File: config.mk
export PLATFORM = sky130hd
export DESIGN_NAME = riscv_run_ctrl
export DESIGN_NICKNAME = d
export VERILOG_FILES = /design/src/rtl/riscv_harness_pkg.sv /design/src/rtl/tohost_snoop.sv /design/src/rtl/riscv_run_ctrl.sv
export SDC_FILE = /design/constraint.sdc
export NUM_CORES = 1
export LEC_CHECK = 0
export ABC_AREA = 1
export BUFFER_PORTS_ARGS = -buffer_cell sky130_fd_sc_hd__buf_4
export CORE_ASPECT_RATIO = 0.8
export CORE_MARGIN = 2
export CORE_UTILIZATION = 50
export CTS_CLUSTER_DIAMETER = 100
export DETAILED_ROUTE_END_ITERATION = 7
export PLACE_DENSITY = 0.88
export SLEW_MARGIN = 20
export SYNTH_ARGS = -nofsm -noshare
export SYNTH_HDL_FRONTEND = slang
export SYNTH_HIERARCHICAL = 1
export SYNTH_SLANG_ARGS = --single-unit
File: constraint.sdc
create_clock -name clk_i -period 2.4 [get_ports clk_i]
set_clock_uncertainty 0.1 [all_clocks]
set_input_delay 0 -clock clk_i [delete_from_list [all_inputs] [get_ports clk_i]]
set_output_delay 0 -clock clk_i [all_outputs]
set_load 0.01 [all_outputs]
File: src/rtl/riscv_harness_pkg.sv
// Shared definitions for the RISC-V harness run controller.
//   run_state_e   : controller FSM states
//   RES_*         : 2-bit result codes reported on result_o
//   merge_byte()  : byte-enable merge helper used by the tohost shadow
package riscv_harness_pkg;

  typedef enum logic [1:0] {
    RST_HOLD = 2'd0,
    RUN      = 2'd1,
    DONE     = 2'd2
  } run_state_e;

  localparam logic [1:0] RES_NONE    = 2'b00;
  localparam logic [1:0] RES_PASS    = 2'b01;
  localparam logic [1:0] RES_FAIL    = 2'b10;
  localparam logic [1:0] RES_TIMEOUT = 2'b11;

  // Returns the new byte when its enable is set, else keeps the old byte.
  function automatic logic [7:0] merge_byte(input logic [7:0] old_b,
                                            input logic [7:0] new_b,
                                            input logic       en);
    return en ? new_b : old_b;
  endfunction

endpackage

File: src/rtl/tohost_snoop.sv
// Snoops CPU stores to the tohost word, keeps a byte-merged shadow of it and
// raises a pass/fail decision when byte 0 of the location is written.
// Ports:
//   clk_i, rst_ni         : clock, async active-low reset
//   en_i                  : snoop enabled (controller in RUN)
//   memwrite_i, addr_i    : store strobe and word address
//   writedata_i           : store data
//   writemask_i           : byte enables
//   tohost_o              : merged shadow register
//   dec_valid_o           : a decision is made this cycle
//   dec_result_o          : RES_PASS or RES_FAIL, valid with dec_valid_o
module tohost_snoop
  import riscv_harness_pkg::*;
#(
  parameter int unsigned       ADDR_W      = 32,
  parameter int unsigned       DATA_W      = 32,
  parameter logic [ADDR_W-1:0] TOHOST_ADDR = 'h40
) (
  input  logic                clk_i,
  input  logic                rst_ni,
  input  logic                en_i,
  input  logic                memwrite_i,
  input  logic [ADDR_W-1:0]   addr_i,
  input  logic [DATA_W-1:0]   writedata_i,
  input  logic [DATA_W/8-1:0] writemask_i,
  output logic [DATA_W-1:0]   tohost_o,
  output logic                dec_valid_o,
  output logic [1:0]          dec_result_o
);

  localparam int unsigned MaskW = DATA_W / 8;

  logic [DATA_W-1:0] shadow_q, shadow_d;
  logic [DATA_W-1:0] merged;
  logic              hit;

  always_comb begin
    merged = shadow_q;
    for (int i = 0; i < MaskW; i++) begin
      merged[8*i +: 8] = merge_byte(shadow_q[8*i +: 8], writedata_i[8*i +: 8], writemask_i[i]);
    end
  end

  assign hit = en_i && memwrite_i && (addr_i == TOHOST_ADDR);

  always_comb begin
    shadow_d     = shadow_q;
    dec_valid_o  = 1'b0;
    dec_result_o = RES_NONE;
    if (hit) begin
      shadow_d = merged;
      // Byte 0 carries the signature; a merged value of zero means "not yet".
      if (writemask_i[0] && (merged != '0)) begin
        dec_valid_o  = 1'b1;
        dec_result_o = (merged == DATA_W'(1)) ? RES_PASS : RES_FAIL;
      end
    end
  end

  always_ff @(posedge clk_i or negedge rst_ni) begin
    if (!rst_ni) begin
      shadow_q <= '0;
    end else begin
      shadow_q <= shadow_d;
    end
  end

  assign tohost_o = shadow_q;

endmodule

File: src/rtl/riscv_run_ctrl.sv
// Run controller for the multicycle RISC-V harness: sequences CPU reset,
// watches for a tohost signature, halt or watchdog expiry, then freezes the
// CPU and pulses a memory-dump request.
// Ports:
//   clk_i, rst_ni                 : clock, async active-low controller reset
//   halt_i                        : CPU halt indication
//   memwrite_i/addr_i/writedata_i/writemask_i : CPU store bus (snooped)
//   cpu_reset_o                   : active-high CPU reset
//   tohost_o                      : merged tohost shadow
//   result_o                      : 00 none, 01 pass, 10 fail, 11 timeout
//   done_o                        : run finished, held until reset
//   dump_req_o                    : one-cycle pulse on entry to DONE
//   cycles_o                      : RUN cycles elapsed, saturating
module riscv_run_ctrl
  import riscv_harness_pkg::*;
#(
  parameter int unsigned       ADDR_W       = 32,
  parameter int unsigned       DATA_W       = 32,
  parameter int unsigned       RESET_CYCLES = 2,
  parameter int unsigned       TIMEOUT      = 1200,
  parameter logic [ADDR_W-1:0] TOHOST_ADDR  = 'h40,
  parameter int unsigned       HALT_HOLD    = 1,
  parameter int unsigned       CNT_W        = 32
) (
  input  logic                clk_i,
  input  logic                rst_ni,
  output logic                cpu_reset_o,
  input  logic                halt_i,
  input  logic                memwrite_i,
  input  logic [ADDR_W-1:0]   addr_i,
  input  logic [DATA_W-1:0]   writedata_i,
  input  logic [DATA_W/8-1:0] writemask_i,
  output logic [DATA_W-1:0]   tohost_o,
  output logic [1:0]          result_o,
  output logic                done_o,
  output logic                dump_req_o,
  output logic [CNT_W-1:0]    cycles_o
);

  localparam int unsigned RstCntW  = $clog2(RESET_CYCLES + 1);
  localparam int unsigned HaltCntW = $clog2(HALT_HOLD + 1);

  run_state_e          state_q, state_d;
  logic [RstCntW-1:0]  rst_cnt_q, rst_cnt_d;
  logic [HaltCntW-1:0] halt_cnt_q, halt_cnt_d;
  logic [CNT_W-1:0]    cycles_q, cycles_d;
  logic [1:0]          result_q, result_d;
  logic                dump_q, dump_d;
  logic                halt_fire;
  logic                dec_valid;
  logic [1:0]          dec_result;

  tohost_snoop #(
    .ADDR_W      (ADDR_W),
    .DATA_W      (DATA_W),
    .TOHOST_ADDR (TOHOST_ADDR)
  ) u_snoop (
    .clk_i        (clk_i),
    .rst_ni       (rst_ni),
    .en_i         (state_q == RUN),
    .memwrite_i   (memwrite_i),
    .addr_i       (addr_i),
    .writedata_i  (writedata_i),
    .writemask_i  (writemask_i),
    .tohost_o     (tohost_o),
    .dec_valid_o  (dec_valid),
    .dec_result_o (dec_result)
  );

  // This cycle's halt completes HALT_HOLD consecutive high cycles.
  assign halt_fire = halt_i && (halt_cnt_q >= HaltCntW'(HALT_HOLD - 1));

  always_comb begin
    state_d    = state_q;
    rst_cnt_d  = rst_cnt_q;
    halt_cnt_d = halt_cnt_q;
    cycles_d   = cycles_q;
    result_d   = result_q;
    dump_d     = 1'b0;
    unique case (state_q)
      RST_HOLD: begin
        if (rst_cnt_q == RstCntW'(RESET_CYCLES - 1)) begin
          state_d = RUN;
        end else begin
          rst_cnt_d = rst_cnt_q + 1'b1;
        end
      end
      RUN: begin
        if (!halt_i) begin
          halt_cnt_d = '0;
        end else if (halt_cnt_q != HaltCntW'(HALT_HOLD)) begin
          halt_cnt_d = halt_cnt_q + 1'b1;
        end
        // Priority: tohost decision, then halt, then watchdog.
        if (dec_valid) begin
          result_d = dec_result;
          state_d  = DONE;
        end else if (halt_fire) begin
          state_d = DONE;
        end else if (cycles_q == CNT_W'(TIMEOUT - 1)) begin
          result_d = RES_TIMEOUT;
          state_d  = DONE;
        end else if (cycles_q != '1) begin
          cycles_d = cycles_q + 1'b1;
        end
        dump_d = (state_d == DONE);
      end
      DONE: begin
        state_d = DONE;
      end
      default: begin
        state_d = RST_HOLD;
      end
    endcase
  end

  always_ff @(posedge clk_i or negedge rst_ni) begin
    if (!rst_ni) begin
      state_q    <= RST_HOLD;
      rst_cnt_q  <= '0;
      halt_cnt_q <= '0;
      cycles_q   <= '0;
      result_q   <= RES_NONE;
      dump_q     <= 1'b0;
    end else begin
      state_q    <= state_d;
      rst_cnt_q  <= rst_cnt_d;
      halt_cnt_q <= halt_cnt_d;
      cycles_q   <= cycles_d;
      result_q   <= result_d;
      dump_q     <= dump_d;
    end
  end

  assign cpu_reset_o = (state_q != RUN);
  assign done_o      = (state_q == DONE);
  assign dump_req_o  = dump_q;
  assign result_o    = result_q;
  assign cycles_o    = cycles_q;

endmodule

==> Word-level counts from Yosys, hierarchy flattened <==
Cells that the tools add are included.
{ "word_totals": {"word_cells": 57, "register_bits": 72, "in_bits": 72, "out_inout_bits": 69} }
{ "op_classes": {"n_addsub": 3, "bitwise": 4, "mux": 21, "n_eq_ne": 11, "reduce_logical": 10, "order_cmp": 1} }
{ "op_table": {"columns": ["cell", "count"], "rows": [
  ["32-bit by 1-bit adder with 32-bit output (second input constant)", 1],
  ["32-bit by 1-bit equality test with 1-bit output (second input constant)", 1],
  ["32-bit by 11-bit equality test with 1-bit output (second input constant)", 1],
  ["32-bit by 7-bit equality test with 1-bit output (second input constant)", 1],
  ["8-bit 2-to-1 mux", 4],
  ["32-bit inequality test (second input constant)", 1],
  ["32-bit nonzero test", 1],
  ["2-bit 2-to-1 mux", 11],
  ["2-bit case mux with 3 select lines", 1],
  ["1-bit 2-to-1 mux", 5],
  ["5-bit AND reduction", 1],
  ["2-bit by 1-bit equality test with 1-bit output (second input constant)", 2],
  ["2-bit equality test (second input constant)", 2],
  ["1-bit logical AND", 4],
  ["2-bit by 1-bit inequality test with 1-bit output (second input constant)", 2],
  ["1-bit inverter", 4],
  ["3-bit AND reduction", 1],
  ["2-bit by 1-bit adder with 2-bit output (second input constant)", 1],
  ["2-bit logical NOT", 1],
  ["2-bit inequality test (second input constant)", 1],
  ["2-bit AND reduction", 1],
  ["2-bit nonzero test", 1],
  ["1-bit adder (second input constant)", 1],
  ["1-bit greater-or-equal comparator (second input constant)", 1]
]} }

==> Longest topological paths before layout <==
{ "logic_depth": {"ltp_word": 9, "mapped_depth": 17, "depth_no_buf": 15} }

==> By module <==
The synthesis kept the hierarchy.
{ "by_module_without_submodules": {"columns": ["mod", "cells_each", "seq_area_each_um2", "instances", "area_each_um2"], "rows": [
  ["riscv_run_ctrl", 403, 975.9, 1, 2643.8],
  ["tohost_snoop", 360, 800.8, 1, 2326.0]
]} }

==> Worst setup path before layout <==
OpenSTA, ideal clock, no wires.
{ "synth_path": {"path_type": "register to register", "startpoint": "register state_q[1]", "endpoint": "register result_q[1] (netlist: result_o[1])", "arrival_ps": 1703, "path_stages_with_launch": 12, "setup_ps": 117, "path_slack_ps": 480, "path_cell_list": "dfrtp_1 nor2_4 nand2_1 nor2_1 nand3_2 nor3_1 nand2_1 inv_1 inv_1 or2_2 nand4_1 nand2_1"} }
{ "synth_between": {"elab_chain_cells": 6, "word_cells_on_any_way": 9, "classes_between": "eq/ne (2); mux (3); reduce/logical (4)"} }
{ "synth_rtl": {"columns": ["item", "line", "rtl"], "rows": [
  ["start, declared", "riscv_run_ctrl.sv:43", "run_state_e state_q, state_d;"],
  ["start signal, assigned", "riscv_run_ctrl.sv:126", "state_q <= state_d;"],
  ["2-bit by 1-bit equality test with 1-bit output *", "riscv_run_ctrl.sv:60", ".en_i (state_q == RUN),"],
  ["1-bit logical AND * (2 in series)", "tohost_snoop.sv:44", "assign hit = en_i && memwrite_i && (addr_i == TOHOST_ADDR);"],
  ["1-bit 2-to-1 mux *", "tohost_snoop.sv:50", "if (hit) begin"],
  ["via dec_valid", "riscv_run_ctrl.sv:50", "logic dec_valid;"],
  ["2-bit by 1-bit inequality test with 1-bit output (no source line) / 2-bit nonzero test (equally long branches)", null, null],
  ["3-bit AND reduction (no source line)", null, null],
  ["end signal, assigned", "riscv_run_ctrl.sv:130", "result_q <= result_d;"],
  ["end, declared", "riscv_run_ctrl.sv:47", "logic [1:0] result_q, result_d;"]
]} }
The timed path passes the listed nets; every way through them passes the cells marked *.
A chain may end at the register's enable or synchronous reset.

==> Final worst setup path <==
{ "layout_path": {"startpoint": "register u_snoop.shadow_q[11] (netlist: u_snoop/tohost_o[11])", "endpoint": "register cycles_q[22] (netlist: cycles_o[22])"} }
{ "layout_between": {"elab_chain_cells": 7} }
{ "layout_rtl": {"columns": ["item", "line", "rtl"], "rows": [
  ["start, declared", "tohost_snoop.sv:33", "logic [DATA_W-1:0] shadow_q, shadow_d;"],
  ["start signal, assigned", "tohost_snoop.sv:64", "shadow_q <= shadow_d;"],
  ["8-bit 2-to-1 mux", "riscv_harness_pkg.sv:22", "return en ? new_b : old_b;"],
  ["32-bit nonzero test", "tohost_snoop.sv:53", "if (writemask_i[0] && (merged != '0)) begin"],
  ["1-bit logical AND", "tohost_snoop.sv:53", null],
  ["1-bit 2-to-1 mux", "tohost_snoop.sv:53", null],
  ["1-bit 2-to-1 mux", "tohost_snoop.sv:50", null],
  ["via dec_valid", "riscv_run_ctrl.sv:50", null],
  ["1-bit inverter (no source line)", null, null],
  ["5-bit AND reduction (no source line)", null, null],
  ["end signal, assigned", "riscv_run_ctrl.sv:129", "cycles_q <= cycles_d;"],
  ["end, declared", "riscv_run_ctrl.sv:46", "logic [CNT_W-1:0] cycles_q, cycles_d;"]
]} }
The timed path passes the listed nets, and every way through them passes these cells.

==> impl_metrics.csv <==
group,metric,value,unit
sta,setup_viol_count_final,0,
detailed_routing,detailedRoute.firstIterationViolations,374,
yosys,netlist.area_leader.share,35.8,%
finish,final_cell_mix,"sky130_fd_sc_hd__nand2_1, sky130_fd_sc_hd__buf_4, sky130_fd_sc_hd__nor2_1",
placed_design,port_buffers,140,
sta,setup_ws,0.151,ns
detailed_routing,drc,0,
yosys,post_synth_instance_area,4970,µm²
detailed_routing,routed_wirelength,14700,µm
pwr,vdd.ir_drop.worst,0.396,mV
global_route,number_of_antenna_violations_at_the_first_check_in_global_routing,0,
sta,timing.setup.tns,0,ns
sta,rsz0062_at_grt,"no",
finish,layout-drive-gt1-share,22.7,%
yosys,synth.yosys.warnings,6,
finish,num_antenna_cells,0,
sta,holdWs,0.0160,ns
yosys,postSynthCellCount,763,
detailed_routing,via_count,5466,
clocking,clk_pin_slew,0.05,ns
clocking,cts_htree_levels,3,
clocking,cts_max_path_buffers,2,
min_path,holdCritPathClass,"in -> reg",
sta,period_needed,2.25,ns
setup_path,crit_required,2.56,ns
detailed_routing,routed_wire_length_per_instance,13.4,µm
global_route,grt_pass1_wl,23900,µm
finish,synthToLayoutAreaGrowth,39.2,%
die,dieArea,10800,µm²
sta,worst_slew_pin_slew,0.913,ns
global_route,pin_count_of_the_biggest_net_entering_global_routing,72,
placed_design,dp_hpwl,9640,µm
global_route,grt_usage,27.8,%
global_route,number_of_global_route_vias_before_repair,5265,
setup_path,path_max_fanout,8,
yosys,avgSynthCellArea,6.51,µm²
sta,layout_worst_path_cycle_share,93.7,%
yosys,synth-seq-cells,71,
setup_path,path_class,"reg -> reg",
finish,finish.net_count,1029,
die,top_level_ports,141,
placed_design,dp_slack,0.162,ns
die,rows,32,
pwr,leakage,3.55,nW
sta,hold_vio_cnt_final,0,
yosys,postSynthNetCount,837,
flow_run,maxCapViolations,0,
clocking,cts_tree,"built",
clocking,cts.sink_count,71,
yosys,synth-seq-area-share,35.8,%
setup_path,setup.worst_path.start_class,"flip-flop",
sta,max_clock_freq,445,MHz
placed_design,post-place-cells,1026,
finish,stdcell_count,1094,
pwr,power_density,487,nW/µm²
yosys,post_synth_main_area_contributors,"sky130_fd_sc_hd__dfrtp_1, sky130_fd_sc_hd__nand2_1, sky130_fd_sc_hd__nor2_1",
placed_design,final_gp_congestion,0.951,
clocking,clk_root_buffer_cell,"sky130_fd_sc_hd__clkbuf_16",
detailed_routing,drt_pass1_iterations,5,
clocking,numCtsBuffers,9,
sta,finalMaxSlewViolations,0,
setup_path,setup.worst_path.end_class,"flip-flop",
setup_path,worstPathArrival,2.41,ns
die,die_h,93.2,µm
sta,max-slew-margin-rel,39.1,%
yosys,synth_top_cell_by_area,"sky130_fd_sc_hd__dfrtp_1",
finish,leading_cell_type_in_the_layout_fill_and_taps_excluded,"sky130_fd_sc_hd__nand2_1",
die,coreArea,9650,µm²
yosys,yosysUniqueCellTypes,27,
die,die_width,115,µm
clocking,worst_skew_pair.late_latency,0.33,ns
finish,layout.core_utilization,71.7,%
detailed_routing,routed_via_density,5.00,
detailed_routing,ant_nets,0,
die,initial_core_utilization,51.5,%
global_route,global_route.overflow_total,0,
status,outcome,"finished, final reports clean",
[worst paths after layout]
check | start | slack [ns] | to | cells after the start
setup / recovery | u_snoop/tohost_o[11] | 0.15 | cycles_o[22] | 16
hold / removal | writedata_i[27] | 0.02 | u_snoop/tohost_o[27] | 7
setup reg to reg | u_snoop/tohost_o[11] | 0.15 | cycles_o[22] | 16
hold reg to reg | result_o[0] | 0.38 | result_o[0] | 2
max in group asynchronous | rst_ni | 1.34 | u_snoop/tohost_o[30] | 2
min in group asynchronous | rst_ni | 0.25 | u_snoop/tohost_o[22] | 2
[worst max-delay path, cell delays in order (launching register included)]
cell	delay, ns
sky130_fd_sc_hd__dfrtp_1	0.38
sky130_fd_sc_hd__inv_1	0.09
sky130_fd_sc_hd__nand2_1	0.09
sky130_fd_sc_hd__nand2_1	0.08
sky130_fd_sc_hd__nand2_1	0.07
sky130_fd_sc_hd__nor2_1	0.15
sky130_fd_sc_hd__nand2_2	0.12
sky130_fd_sc_hd__nor2_1	0.11
sky130_fd_sc_hd__nand2_1	0.07
sky130_fd_sc_hd__nand2_2	0.08
sky130_fd_sc_hd__inv_1	0.05
sky130_fd_sc_hd__inv_2	0.07
sky130_fd_sc_hd__nand3_2	0.11
sky130_fd_sc_hd__nor2_4	0.27
sky130_fd_sc_hd__clkbuf_16	0.22
sky130_fd_sc_hd__nand2_1	0.05
sky130_fd_sc_hd__nand2_1	0.06
[per-stage QoR]
stage / power [W] / cell area, µm²
floorplan: 0.00181 / 4970
global placement: 0.00205 / 6080
detailed placement: 0.00207 / 6080
CTS: 0.00331 / 6820
global route: 0.00356 / 6920
finish: 0.00337 / 6920
[cells by family after synthesis]
kind of cell | Yosys count | synth area share (%)
AND/OR/NAND/NOR | 488 | 40.2
flip-flops | 71 | 35.8
AO/OA/AOI/OAI | 48 | 6.77
XOR/XNOR | 28 | 4.93
buffers and inverters | 126 | 11.8
adder cells (fa/ha/maj) | 2 | 0.503
[power by group]
part           leakage (nW)  internal (W)  switching (W)
sequential            0.816       0.00127      0.0000849
combinational          2.61      0.000405       0.000459
clock                 0.122      0.000684       0.000470
total                  3.55       0.00236        0.00101
[Yosys cell counts, drive strengths merged]
cell type,number
nand3,31
nand2,326
buf,18
a21oi,2
o21ai,45
xnor2,3
ha,2
nor3,3
inv,108
dfrtp,71
xor2,25
or2,2
o31ai,1
nor2,119
nand4,5
nand3b,2
[flip-flops by register name, indices dropped and copies added (netlist names)]
register          count
cycles_o             32
dump_req_o            1
result_o              2
rst_cnt_q             2
state_q               2
u_snoop/tohost_o     32
[final cells by class]
cell class | instances | area, µm²
tap | 136 | 170
timing repair buffer | 199 | 1700
clock buffer | 12 | 236
multi-input combinational | 566 | 2620
clock inverter | 2 | 10.0
sequential | 71 | 1780
inverter | 108 | 405
fill | 733 | 2730
[metal layers]
metal | wire, µm | vias up | GRT usage [%]
li1 | - | 2684 | -
met1 | 6370 | 2503 | 35.7
met2 | 6870 | 238 | 45.2
met3 | 1040 | 41 | 6.48
met4 | 425 | 0 | 11.3
met5 | 0 | - | 0
[repair_timing]
| action | CTS | global route |
|---|---|---|
| buffers inserted | 0 | 2 |
| gates resized for setup | 0 | 10 |
| hold endpoints to repair | 105 | 0 |
| setup endpoints to repair | 0 | 32 |
| hold buffers | 49 | 0 |
(Power assumes the default switching activity.)
